===== config.mk =====
export PLATFORM = sky130hd
export DESIGN_NAME = ex_mem
export DESIGN_NICKNAME = d
export VERILOG_FILES = /design/src/rtl/ex_mem_pkg.sv /design/src/rtl/ex_mem_acc.sv /design/src/rtl/ex_mem.sv
export SDC_FILE = /design/constraint.sdc
export NUM_CORES = 1
export LEC_CHECK = 0
export CORE_AREA = 2 2 134 136
export DETAILED_ROUTE_END_ITERATION = 7
export DIE_AREA = 0 0 136 138
export HOLD_SLACK_MARGIN = 0.03
export PLACE_DENSITY = 0.78
export SKIP_CTS_REPAIR_TIMING = 1
export SLEW_MARGIN = 20
export SYNTH_ARGS = -nofsm -noshare
export SYNTH_HDL_FRONTEND = slang
export SYNTH_SLANG_ARGS = --single-unit
export TNS_END_PERCENT = 20

===== constraint.sdc =====
create_clock -name clk -period 1.41 [get_ports clk]
set_input_delay 0.282 -clock clk [delete_from_list [all_inputs] [get_ports clk]]
set_output_delay 0.282 -clock clk [all_outputs]
set_load 0.005 [all_outputs]

===== src/rtl/ex_mem_pkg.sv =====
// Shared core definitions: bus widths, control constants and the EX->MEM write-back bundle.
// No logic; imported by the ex_mem pipeline register and its accumulator.
package ex_mem_pkg;

  typedef logic [4:0]  RegAddrBus;
  typedef logic [31:0] RegBus;
  typedef logic [63:0] DoubleRegBus;

  localparam RegBus     ZeroWord     = 32'h0000_0000;
  localparam RegAddrBus NOPRegAddr   = 5'b00000;
  localparam logic      WriteEnable  = 1'b1;
  localparam logic      WriteDisable = 1'b0;
  localparam logic      RstEnable    = 1'b1;
  localparam logic      Stop         = 1'b1;
  localparam logic      NoStop       = 1'b0;

  typedef struct packed {
    RegAddrBus wd;
    logic      wreg;
    RegBus     wdata;
    RegBus     hi;
    RegBus     lo;
    logic      whilo;
  } wb_t;

  localparam wb_t WbNop = '{wd: NOPRegAddr, wreg: WriteDisable, wdata: ZeroWord,
                            hi: ZeroWord, lo: ZeroWord, whilo: WriteDisable};

endpackage


===== src/rtl/ex_mem_acc.sv =====
// MADD/MSUB partial-product holder: one-cycle capture on an execute-only stall, held on a full stall,
// cleared on reset, flush or when execute advances.
import ex_mem_pkg::*;

module ex_mem_acc (
  input  logic        clk,
  input  logic        i_rst,
  input  logic        i_flush,
  input  logic        i_stall_ex,
  input  logic        i_stall_mem,
  input  DoubleRegBus i_hilo,
  input  logic [1:0]  i_cnt,
  output DoubleRegBus o_hilo,
  output logic [1:0]  o_cnt
);

  DoubleRegBus r_hilo;
  logic [1:0]  r_cnt;

  always_ff @(posedge clk) begin
    if (i_rst == RstEnable || i_flush) begin
      r_hilo <= '0;
      r_cnt  <= 2'b00;
    end else if (i_stall_ex == Stop && i_stall_mem == NoStop) begin
      r_hilo <= i_hilo;
      r_cnt  <= i_cnt;
    end else if (i_stall_ex == NoStop) begin
      // Execute consumed the partial product this cycle, so the sequence is finished.
      r_hilo <= '0;
      r_cnt  <= 2'b00;
    end
  end

  assign o_hilo = r_hilo;
  assign o_cnt  = r_cnt;

endmodule


===== src/rtl/ex_mem.sv =====
// EX->MEM pipeline register, 1-cycle latency; stall_ex alone inserts a NOP bubble, both stalls hold, flush = reset.
// MADD/MSUB accumulation storage only when EX_MEM_MADD_EN is defined; otherwise hilo_o/cnt_o are tied to zero.
import ex_mem_pkg::*;

module ex_mem (
  input  logic        clk,
  input  logic        rst,
  input  logic        flush,
  input  logic        stall_ex,
  input  logic        stall_mem,
  input  RegAddrBus   ex_wd,
  input  logic        ex_wreg,
  input  RegBus       ex_wdata,
  input  RegBus       ex_hi,
  input  RegBus       ex_lo,
  input  logic        ex_whilo,
  input  DoubleRegBus hilo_i,
  input  logic [1:0]  cnt_i,
  output RegAddrBus   mem_wd,
  output logic        mem_wreg,
  output RegBus       mem_wdata,
  output RegBus       mem_hi,
  output RegBus       mem_lo,
  output logic        mem_whilo,
  output DoubleRegBus hilo_o,
  output logic [1:0]  cnt_o
);

  wb_t w_ex;
  wb_t r_wb;

  assign w_ex = '{wd: ex_wd, wreg: ex_wreg, wdata: ex_wdata,
                  hi: ex_hi, lo: ex_lo, whilo: ex_whilo};

  always_ff @(posedge clk) begin
    if (rst == RstEnable) begin
      r_wb <= WbNop;
    end else if (flush) begin
      r_wb <= WbNop;
    end else if (stall_ex == Stop && stall_mem == NoStop) begin
      r_wb <= WbNop;
    end else if (stall_ex == NoStop) begin
      // stall_mem cannot be the limiting stall while execute advances.
      r_wb <= w_ex;
    end
  end

  assign mem_wd    = r_wb.wd;
  assign mem_wreg  = r_wb.wreg;
  assign mem_wdata = r_wb.wdata;
  assign mem_hi    = r_wb.hi;
  assign mem_lo    = r_wb.lo;
  assign mem_whilo = r_wb.whilo;

`ifdef EX_MEM_MADD_EN
  ex_mem_acc u_acc (
    .clk         (clk),
    .i_rst       (rst),
    .i_flush     (flush),
    .i_stall_ex  (stall_ex),
    .i_stall_mem (stall_mem),
    .i_hilo      (hilo_i),
    .i_cnt       (cnt_i),
    .o_hilo      (hilo_o),
    .o_cnt       (cnt_o)
  );
`else
  logic w_unused_acc;
  assign w_unused_acc = ^{hilo_i, cnt_i};
  assign hilo_o = '0;
  assign cnt_o  = 2'b00;
`endif

endmodule


**Word-level counts from Yosys, hierarchy flattened**

Index checks and enable logic that the tools add are counted.

- Reductions and logical operators: 2
- Bitwise operators: 1

Operators by type and width:

| operator | count |
|---|---|
| $reduce_or 3->1 | 1 |
| $logic_and 1x1->1 | 1 |
| $not 1->1 | 1 |

- Bits in registers: 103
- Input bits: 174
- Output and inout port bits: 169
- Word-level logic and storage cells: 9

**Longest topological paths before layout**

- Word-level depth: 3
- Depth in mapped cells: 6
- Depth with buffers taken out: 2

**Worst setup path before layout**

Ideal clock, no wire load.

- Path type: input to register
- From: in flush
- To: reg r_wb, in the netlist mem_hi[0]
- Data required time: 1.344 ns
- Arrival time: 0.980 ns
- Buffers on the path: 3
- Library setup time: 0.066 ns
- Setup slack: 0.364 ns
- Cell stages on the path: 5
- Cell sequence: or2_1 -> clkbuf_1 -> buf_6 -> buf_6 -> a21oi_2

- Longest elaborated chain between the ends: 1

RTL lines:

| item | RTL line | source |
|---|---|---|
| from (decl) | ex_mem.sv:8 | `input logic flush,` |
| $reduce_or 3->1 (no source line) | n/a |  |
| to (signal assigned) | ex_mem.sv:37 | `r_wb <= WbNop;` |
| to (signal assigned) | ex_mem.sv:39 | `r_wb <= WbNop;` |
| to (signal assigned) | ex_mem.sv:41 | `r_wb <= WbNop;` |
| to (decl) | ex_mem.sv:30 | `wb_t r_wb;` |

Every way passes these cells.
A chain may end at the register's enable or synchronous reset.

**Final worst setup path**

- From: reg r_wb, in the netlist mem_wreg
- To: out mem_wreg

RTL lines:

| item | RTL line | source |
|---|---|---|
| to (decl) | ex_mem.sv:20 | `output logic mem_wreg,` |

No word-level cell between the ends.

==> reports/metrics.cfg <==
[detailed_routing]
drt-initial-drc-count=110
routed_length_per_placed_instance_um=13.4
antenna_violating_nets_post_route=0
via_per_inst=4.26
wl_mm=12.7
first_pass_iters=4
detailroute.via_count=4035
drcViolationCount=0

[timing]
final-hold-violation-count=0
layout_worst_path_cycle_share_pct=82.5
final.setup_skew_ps=0
totalNegativeSetupSlack_ps=0
drv_slew=0
setup_violations=0
grt_setup_unrepaired=false
post-route-min-period_ps=1160
fin_hold_ws_ps=333
achievable-frequency_mhz=860

[worst_setup_path]
setup.worst_path.class=flip-flop to output pin
cell_by_cell_listing_of_the_critical_path=dlymetal6s2s_1
critical_path_peak_fanout=2
timing.critical_path.from_type=flip-flop
cp_max_delay_cell=sky130_fd_sc_hd__dfxtp_1
setup.worst_path.end_class=output pin
critPathMaxStageDelay_ps=370
critical_path_required_time_ps=1130
critical-path-top-delay-family=flip-flops
critical_path.n_buffers_inverters=1
critical_path_arrival_ps=880

[clock_network]
tritoncts=built
worst_skew_pair.late_latency_ps=350
ctsLongestPathBuffers=2
numClockSinks=103
cts-htree-levels=3
cts_root_buffer=sky130_fd_sc_hd__clkbuf_16
number_of_buffers_created_by_cts=9
path_clk_slew_ps=70

[grt]
globalRouteOverflowTotal=0
first_global_vias=3733
grtUsageTotal_pct=12.8
grt_start_max_net_pins=57
initial_antenna_violation_count=0
grt_first_pass_wirelength_mm=19.2

[place]
portBuffers=210
dpl.hpwl_mm=8.64
detailed_place.area_um2=6860
finalWeightedCongestion=0.771

[die]
die-area_um2=18800
starting_density_pct=27.4
row_count=49
placeableCoreArea_um2=17500
fp.dieH_um=138
dieWidth_um=136
boundaryPins=343

[min_path]
hp-class=input pin to flip-flop

[synth]
yosysUniqueCellTypes=12
synth_adder_area_share_pct=0
ys_ff_latch=103
synth-edff-count=0
synth.largest_area_cell=sky130_fd_sc_hd__dfxtp_1
synth.cell_area_um2=4800
synth.top_cells.by_count=sky130_fd_sc_hd__dfxtp_1, sky130_fd_sc_hd__nand2b_1, sky130_fd_sc_hd__nand3_1, sky130_fd_sc_hd__a21oi_2, sky130_fd_sc_hd__buf_4
post_synth_xor_area_fraction_pct=0
synth-seq-area-share_pct=42.9
synthArstFlopShare_pct=0
synth_compound_area_share_pct=16.2
synth_top_family_by_area=simple AND/OR/NAND/NOR gates
synth_top_flop_cell=sky130_fd_sc_hd__dfxtp_1
synth-warning-count=0
synth_top_cells_by_area=sky130_fd_sc_hd__dfxtp_1, sky130_fd_sc_hd__nand2b_1, sky130_fd_sc_hd__a21oi_2, sky130_fd_sc_hd__nand3_1, sky130_fd_sc_hd__buf_4
postSynthCellCount=526
synth.mux.area_fraction_pct=0
synth_simple_gate_area_share_pct=24.3
post_synth.cell_area_avg_um2=9.13
yosysTopAreaCellShare_pct=42.9

[power_and_ir_drop]
power-per-cell-area_nw_per_um2=905
ir_drop_v=0.000512
static_power_due_to_leakage_nw=4.30
fin_total_pwr_w=0.00675

[cells_and_area]
num_antenna_cells=0
num-nets-final=888
drive_above_1_share_pct=16.4
final_util_pct=42.6
layout-area-overhead-vs-synth_pct=55.3
nFillCells=1724
design_area_final_um2=7460

[outcome]
outcome=complete, no violations

[flow_run]
max_cap_viols=0

[registers in the layout (all words and copies together), names as in the netlist]
| register | count |
|---|---|
| mem_wdata | 32 |
| mem_whilo | 1 |
| mem_lo | 32 |
| mem_hi | 32 |
| mem_wreg | 1 |
| mem_wd | 5 |
[per-stage QoR]
stage	worst slack, ps	std cells
2_1_floorplan	364	591
3_3_place_gp	-0.107	932
3_5_place_dp	-17.4	932
4_1_cts	-133	948
5_1_grt	181	948
6_report	247	948
[final timing paths]
path | from | end | slack, ps | cells after the start
max | mem_wreg | mem_wreg | 250 | 1
min | stall_ex | mem_lo[28] | 330 | 3
max reg2reg | mem_hi[3] | mem_hi[3] | 760 | 2
min reg2reg | mem_wd[0] | mem_wd[0] | 470 | 2
[final cells by class]
cell class / instances / area (um^2) / share of cell area (%)
Sequential cell: 103 / 2080 / 27.9
Timing Repair Buffer: 224 / 2570 / 34.5
Multi-Input combinational cell: 376 / 2190 / 29.4
Clock buffer: 13 / 260 / 3.49
Clock inverter: 3 / 65.1 / 0.872
Tap cell: 229 / 287 / 3.84
[report_power, final]
group	internal [W]	switching, W
clock network	0.00165	0.00109
registers	0.00300	0.0000389
logic	0.000551	0.000418
total	0.00520	0.00155
[placed cells by master (no fill, tap or decap)]
cell	count
sky130_fd_sc_hd__clkinv_2	1
sky130_fd_sc_hd__nand3_1	103
sky130_fd_sc_hd__clkbuf_16	9
sky130_fd_sc_hd__buf_4	7
sky130_fd_sc_hd__a21oi_1	33
sky130_fd_sc_hd__clkbuf_8	2
sky130_fd_sc_hd__dfxtp_1	86
sky130_fd_sc_hd__nand2b_1	103
sky130_fd_sc_hd__dlymetal6s2s_1	103
sky130_fd_sc_hd__dfxtp_2	17
sky130_fd_sc_hd__buf_12	9
sky130_fd_sc_hd__clkbuf_1	2
sky130_fd_sc_hd__a21oi_2	70
sky130_fd_sc_hd__conb_1	66
sky130_fd_sc_hd__bufinv_16	2
sky130_fd_sc_hd__clkdlybuf4s50_1	105
sky130_fd_sc_hd__or2_4	1
[metal layers]
metal	GRT usage, %	vias to the layer above	share of wire (%)
met5	0	-	0
met4	4.11	0	1.9
met3	6.05	18	10
met2	20.3	174	47
met1	15.4	1845	41
li1	-	1998	-
[cells by family after synthesis]
kind of cell           Yosys count
and+or+nand+nor                207
buffers and inverters          112
AOI/OAI and AO/OA              103
DFF                            103
other                            1
Power figures use the tool's default switching activity.
